[config.mk]
export PLATFORM = sky130hd
export DESIGN_NAME = bus_sequencer
export DESIGN_NICKNAME = d
export VERILOG_FILES = /design/src/rtl/bus_sequencer.sv
export SDC_FILE = /design/constraint.sdc
export NUM_CORES = 1
export LEC_CHECK = 0
export BUFFER_PORTS_ARGS = -buffer_cell sky130_fd_sc_hd__buf_2
export CAP_MARGIN = 0
export CORE_MARGIN = 4
export CORE_UTILIZATION = 53
export CTS_CLUSTER_DIAMETER = 30
export CTS_CLUSTER_SIZE = 12
export DETAILED_ROUTE_END_ITERATION = 10
export PLACE_DENSITY = 0.83
export SLEW_MARGIN = 20
export SYNTH_ARGS = -nofsm -noshare
export SYNTH_HDL_FRONTEND = slang
export SYNTH_SLANG_ARGS = --single-unit
[constraint.sdc]
create_clock -name clk16_i -period 3.5 [get_ports clk16_i]
set_input_delay 0.175 -clock clk16_i [delete_from_list [all_inputs] [get_ports clk16_i]]
set_output_delay 0.175 -clock clk16_i [all_outputs]
set_load 0.02 [all_outputs]
[src/rtl/bus_sequencer.sv]
// ============================================================================
// Module   : bus_sequencer
// Brief    : 16-tick memory-bus time-slot sequencer (SPI / video / CPU).
// Revision : 1.0
// ============================================================================
`default_nettype none

module bus_sequencer (
  input  logic       clk16_i,
  input  logic       reset_ni,
  input  logic       video_en_i,
  input  logic       col80_i,
  input  logic       cpu_halt_i,
  input  logic       spi_req_i,
  output logic       spi_ack_o,
  output logic       spi_en_o,
  output logic       vram0_en_o,
  output logic       vrom0_en_o,
  output logic       vram1_en_o,
  output logic       vrom1_en_o,
  output logic       cpu_en_o,
  output logic       setup_clk_o,
  output logic       strobe_clk_o,
  output logic       cclk_en_o,
  output logic [2:0] slot_o
);

  localparam logic [2:0] c_slot_spi   = 3'd0;
  localparam logic [2:0] c_slot_vram0 = 3'd1;
  localparam logic [2:0] c_slot_vrom0 = 3'd2;
  localparam logic [2:0] c_slot_vram1 = 3'd3;
  localparam logic [2:0] c_slot_vrom1 = 3'd4;
  localparam logic [2:0] c_slot_cpu   = 3'd7;
  localparam logic [3:0] c_count_rst  = 4'd15;
  localparam logic [3:0] c_count_ack  = 4'd2;
  localparam logic [3:0] c_count_cclk = 4'd15;

  logic [3:0] count_q, count_d;
  logic       vid_q, vid_d, col_q, col_d, halt_q, halt_d, req_q, req_d;
  logic [2:0] w_slot_d;
  logic       spi_en_d, vram0_en_d, vrom0_en_d, vram1_en_d, vrom1_en_d, cpu_en_d;
  logic       spi_ack_d, setup_d, strobe_d, cclk_d;

  // State register: tick counter, frame-start samples and registered outputs
  always_ff @(posedge clk16_i or negedge reset_ni) begin
    if (!reset_ni) begin
      count_q      <= c_count_rst;
      vid_q        <= 1'b0;
      col_q        <= 1'b0;
      halt_q       <= 1'b0;
      req_q        <= 1'b0;
      spi_en_o     <= 1'b0;
      vram0_en_o   <= 1'b0;
      vrom0_en_o   <= 1'b0;
      vram1_en_o   <= 1'b0;
      vrom1_en_o   <= 1'b0;
      cpu_en_o     <= 1'b0;
      spi_ack_o    <= 1'b0;
      setup_clk_o  <= 1'b0;
      strobe_clk_o <= 1'b0;
      cclk_en_o    <= 1'b0;
      slot_o       <= c_slot_cpu;
    end else begin
      count_q      <= count_d;
      vid_q        <= vid_d;
      col_q        <= col_d;
      halt_q       <= halt_d;
      req_q        <= req_d;
      spi_en_o     <= spi_en_d;
      vram0_en_o   <= vram0_en_d;
      vrom0_en_o   <= vrom0_en_d;
      vram1_en_o   <= vram1_en_d;
      vrom1_en_o   <= vrom1_en_d;
      cpu_en_o     <= cpu_en_d;
      spi_ack_o    <= spi_ack_d;
      setup_clk_o  <= setup_d;
      strobe_clk_o <= strobe_d;
      cclk_en_o    <= cclk_d;
      slot_o       <= w_slot_d;
    end
  end

  // Next state: inputs are captured only on the edge that enters count 0
  always_comb begin
    count_d = count_q + 4'd1;
    vid_d   = vid_q;
    col_d   = col_q;
    halt_d  = halt_q;
    req_d   = req_q;
    if (count_d == 4'd0) begin
      vid_d  = video_en_i;
      col_d  = col80_i;
      halt_d = cpu_halt_i;
      req_d  = spi_req_i;
    end
  end

  // Output decode from the next count so outputs move together with count
  always_comb begin
    w_slot_d   = count_d[3:1];
    spi_en_d   = req_d && (w_slot_d == c_slot_spi);
    vram0_en_d = vid_d && (w_slot_d == c_slot_vram0);
    vrom0_en_d = vid_d && (w_slot_d == c_slot_vrom0);
    vram1_en_d = vid_d && col_d && (w_slot_d == c_slot_vram1);
    vrom1_en_d = vid_d && col_d && (w_slot_d == c_slot_vrom1);
    cpu_en_d   = !halt_d && (w_slot_d == c_slot_cpu);
    spi_ack_d  = req_d && (count_d == c_count_ack);
    setup_d    = !count_d[0];
    strobe_d   = count_d[0];
    cclk_d     = (count_d == c_count_cclk);
  end

endmodule

`default_nettype wire

After elaboration in Yosys (flattened, before gate mapping). Cells that the tools add are included. Widths: inputs -> output; s select.

Reductions and logical operators: 12. Equal/unequal tests: 7. Add/sub/neg operators: 1. Multiplexer cells: 4.

Operator list (number): $logic_and 1x1->1 (8); $eq 3x2->1 const B (2); $eq 3x3->1 const B (2); $add 4x1->4 const B (1); $eq 4x2->1 const B (1); $eq 4x4->1 const B (1); $logic_not 4->1 (1); $mux 1 (4); $eq 3x1->1 const B (1); $logic_not 3->1 (1); $logic_not 1->1 (2).

Flip-flop bits (word level): 21. Output and inout bits: 13. Logic and storage cells: 40. Input port bits: 6.

Logic depth before layout (Yosys ltp).
Depth in word-level cells: 5. Gate-level depth with buffers: 5. Gate-level depth less buffers: 5.

Worst setup path after synthesis. OpenSTA, ideal clock, no wires.

Path type: register to register. Start point: reg count_q[1]. End point: reg vrom1_en_o. Required time: 3396 ps. Slack: 1703 ps. Period minus slack after synthesis: 1797 ps. Setup time: 104 ps. Stages on the path, launching flop included: 5. Arrival time: 1693 ps. Buffers on the path: 0. Path through: dfstp_2 ha_1 nand2_1 or4_1 a221oi_1.

Cells in the longest elaborated chain, start to end: 5. Elaborated cells on any way between the ends: 7. Classes of those cells: 1 x add/sub; 1 x eq/ne; 2 x mux; 3 x reduce/logical.

Ends and longest elaborated chain: start: declaration (RTL line 38) `logic [3:0] count_q, count_d;`; start signal: assignment (RTL line 47) `count_q <= c_count_rst;`; start signal: assignment (RTL line 64) `count_q <= count_d;`; $add 4x1->4 * (RTL line 85) `count_d = count_q + 4'd1;`; $logic_not 4->1 (RTL line 90) `if (count_d == 4'd0) begin`; $mux 1 (RTL line 90); $logic_and 1x1->1 (RTL line 105) `vrom1_en_d = vid_d && col_d && (w_slot_d == c_slot_vrom1);`; $logic_and 1x1->1 * (RTL line 105); via vrom1_en_d (RTL line 41) `logic spi_en_d, vram0_en_d, vrom0_en_d, vram1_en_d, vrom1_en_d, cpu_en_d;`; end signal: assignment (RTL line 73) `vrom1_en_o <= vrom1_en_d;`; end: declaration (RTL line 20) `output logic vrom1_en_o,`.

The timed path passes the listed nets; every way through them passes the cells marked *.

Worst setup path after layout.
Start point: reg count_q[1]. End point: reg vram0_en_o.

Cells in the longest elaborated chain, start to end: 4. Elaborated cells on any way between the ends: 5. Classes of those cells: 1 x add/sub; 1 x eq/ne; 1 x mux; 2 x reduce/logical.

Ends and longest elaborated chain: $add 4x1->4 * (RTL line 85); $logic_not 4->1 (RTL line 90); $mux 1 (RTL line 90); $logic_and 1x1->1 * (RTL line 102) `vram0_en_d = vid_d && (w_slot_d == c_slot_vram0);`; via vram0_en_d (RTL line 41); end signal: assignment (RTL line 70) `vram0_en_o <= vram0_en_d;`; end: declaration (RTL line 17) `output logic vram0_en_o,`.

Marked as above.

==> flow_summary_export.csv <==
group,metric,value,unit
pwr,comb_power_share,4.0,%
floorplan,fp.dieH,45.8,µm
worst_setup_path,crit_chain,"ha_1 -> and2_1 -> nand4_1 -> a2111oi_0",
detailed_routing,wirelength,1.34,mm
floorplan,floorplan.initialDensity,57.4,%
placed_design,cell_count_post_placement,93,
logic_synthesis,post_synth_num_cell_types,29,
final_layout,drive_above_1_share,36.1,%
global_route,largest_net_degree_at_the_start_of_global_routing,19,
floorplan,area_inside_the_core_boundary,1320,µm²
timing,fmax,527,MHz
worst_setup_path,setup.worst_path.end,"vram0_en_o",
global_route,grt.total_usage,15.4,%
detailed_routing,detailroute.via_count,515,
logic_synthesis,yosysSeqAreaShare,60.3,%
logic_synthesis,postSynthCellCount,61,
logic_synthesis,synth.cell_area,756,µm²
worst_setup_path,worst_ep_arrival_time,2030,ps
timing,worst_case_clock_skew,2.56,ps
worst_setup_path,worstRegToRegCells,4,
worst_setup_path,worstReg2RegStart,"count_q[1]",
pwr,worst_ir_drop_vdd,0.294,mV
detailed_routing,drtAntennaViolNets,0,
final_layout,largest_register_ff_count,4,
final_layout,fin_cells,98,
floorplan,core.rowCount,13,
worst_setup_path,critical_path_cell_count,4,
worst_setup_path,critPathCaptureType,"flop",
timing,final_worst_path_cycle_share,54.2,%
placed_design,hpwl,942,µm
cts,clock_tree.buffer_depth,2,
cts,clock_sink_count,18,
pwr,power_density,385,nW/µm²
timing,max_slew.worst_pin.slew,590,ps
timing,slew-limit-headroom,60.4,%
worst_setup_path,cp_slowest_stage_delay,630,ps
logic_synthesis,synth_fp_nets,70,
final_layout,layout.cell_area.non_filler,906,µm²
worst_setup_path,largest_fanout_on_the_critical_path,9,
floorplan,die_width,45.8,µm
worst_setup_path,criticalPathCategory,"flop to flop",
cts,tritoncts,"done",
cts,numCtsBuffers,3,
pwr,p_sw,69.1,µW
global_route,grt_first_pass_wirelength,2.28,mm
timing,hold_viol_final,0,
detailed_routing,post_drt_wl_per_cell,13.6,µm
logic_synthesis,synth-warning-count,0,
final_layout,antenna_cells,0,
final_layout,finalNetCount,93,
worst_setup_path,ff2ff_setup_slack,1600,ps
timing,timing_max_transition_violations_final,0,
timing,fin_setup_tns,0,ps
worst_setup_path,first_element_of_the_critical_path,"count_q[1]",
final_layout,layout.cells.most_common_list,"buf_2, dfrtp_1, nand2_1",
global_route,globalRoute.totalOverflow,0,
worst_setup_path,timing.critical_path.buf_inv,0,
global_route,grt_pass1_vias,500,
logic_synthesis,synth_top_flop_cell,"dfrtp_1",
floorplan,io_pins,19,
detailed_routing,detail_route.drc_violations,0,
timing,setup_slack,1600,ps
outcome,result_of_the_run,"finished, final reports clean",
worst_setup_path,timing.critical_path.max_delay_family,"flip-flops",
timing,setup_viol,0,
logic_synthesis,yosys.area.top_type,"dfrtp_1",
placed_design,post_dp_cell_area,860,µm²
pwr,p_leak,0.449,nW
final_layout,max_flop_register,"count_q",
cts,h-tree-depth,1,
hold_path,hp-class,"primary input to flop",
pwr,power.share.sequential,60.9,%
final_layout,area_growth,19.9,%
detailed_routing,avgViaCountPerCell,5.26,
worst_setup_path,critical_path.reg2reg.endpoint,"vram0_en_o",
worst_setup_path,timing.critical_path.from_type,"flop",
timing,min_period,1900,ps
logic_synthesis,postSynth.asyncResetShare,100,%
logic_synthesis,number_of_synthesized_flops_with_an_enable_pin,0,
placed_design,place_congestion,0.847,
detailed_routing,drt-pass1-iter-count,4,
pwr,internal_power,280,µW
pwr,clkPwrFrac,35.1,%
worst_setup_path,cp_slowest_cell,"dfstp_2",
global_route,grt_antenna_before_repair,0,
pwr,sw_frac_of_total,19.8,%
cts,cts_root_buf,"clkbuf_4",
final_layout,final_common_cell,"buf_2",
flow_run,maxcap_violations,0,
detailed_routing,dr.first_iter.drc_count,16,
logic_synthesis,syn_area_per_cell,12.4,µm²
logic_synthesis,synth_largest_type_area_fraction,46.4,%
logic_synthesis,ys_seq_elements,18,
cts,clk_pin_slew,100,ps
worst_setup_path,crit_required,3640,ps
placed_design,place.port_buffers,18,
cts,clock_latency,280,ps
floorplan,fp.dieArea,2090,µm²
logic_synthesis,synth.area.top_cells,"dfrtp_1, dfstp_2, ha_1",
placed_design,dp_worst_setup_slack,1600,ps
timing,grt_setup_unrepaired,"false",
-- per-layer routing --
layer,global-route usage [%],wire length [µm],up-vias,part of all wire (%)
met5,0,0,-,0
met4,5.11,11,0,0.82
met3,3.56,94,2,7.0
met2,22.8,597,24,45
met1,22.3,631,223,47
li1,-,-,266,-
-- worst min path at each step --
| stage | end | startpoint | cells past startpoint |
|---|---|---|---|
| 3_3_place_gp | vrom0_en_o | reset_ni | 1 |
| 6_report | req_q | spi_req_i | 2 |
| 3_5_place_dp | vram0_en_o | reset_ni | 1 |
| 5_1_grt | req_q | spi_req_i | 2 |
| 4_1_cts | req_q | spi_req_i | 2 |
| 2_1_floorplan | cclk_en_o | reset_ni | 0 |
-- repair_timing --
item                      4_1_cts  5_1_grt
hold endpoints to repair       14        0
hold buffers                    1        0
buffers inserted                0        0
resized for setup               0        0
-- synth_stat cells (2+ instances only) --
cell       n
a211oi_1   2
dfrtp_1   14
dfstp_2    4
ha_1       3
inv_1      3
mux2_2     2
nand2_1    7
nand3_1    2
nand4_1    2
nor3_1     2
o31ai_1    2
-- through the flow --
stage                     hold WS, ps  total power [mW]  util (%)
after global routing              134             0.367      68.8
after CTS                         134             0.352      68.8
final                             136             0.349      68.8
after floorplan                  -121             0.221         -
after detailed placement          116             0.230      65.2
after global placement            112             0.229      65.2
-- logic make-up after synthesis --
kind of cell | share of synthesized area (%)
and+or+nand+nor | 15.4
xor gates and xnor gates | 2.32
DFF | 60.3
adders and majority gates | 4.97
AOI/OAI and AO/OA | 11.9
buffers and inverters | 2.15
muxes | 2.98
-- power groups by stage --
stage               sequential [mW]  combinational (mW)  clock (mW)
floorplan                     0.217             0.00418           0
global placement              0.216              0.0131           0
detailed placement            0.216              0.0134           0
CTS                           0.212              0.0144       0.125
global route                  0.213              0.0160       0.138
finish                        0.212              0.0140       0.123
-- area by class of cell --
cell class / count / area, µm²
sequential: 18 / 455
fill: 99 / 412
multi-input combinational: 39 / 284
timing repair buffer: 19 / 100
clock buffer: 4 / 36.3
tap: 15 / 18.8
inverter: 3 / 11.3
Note: power is estimated with default switching activity, not from simulation.
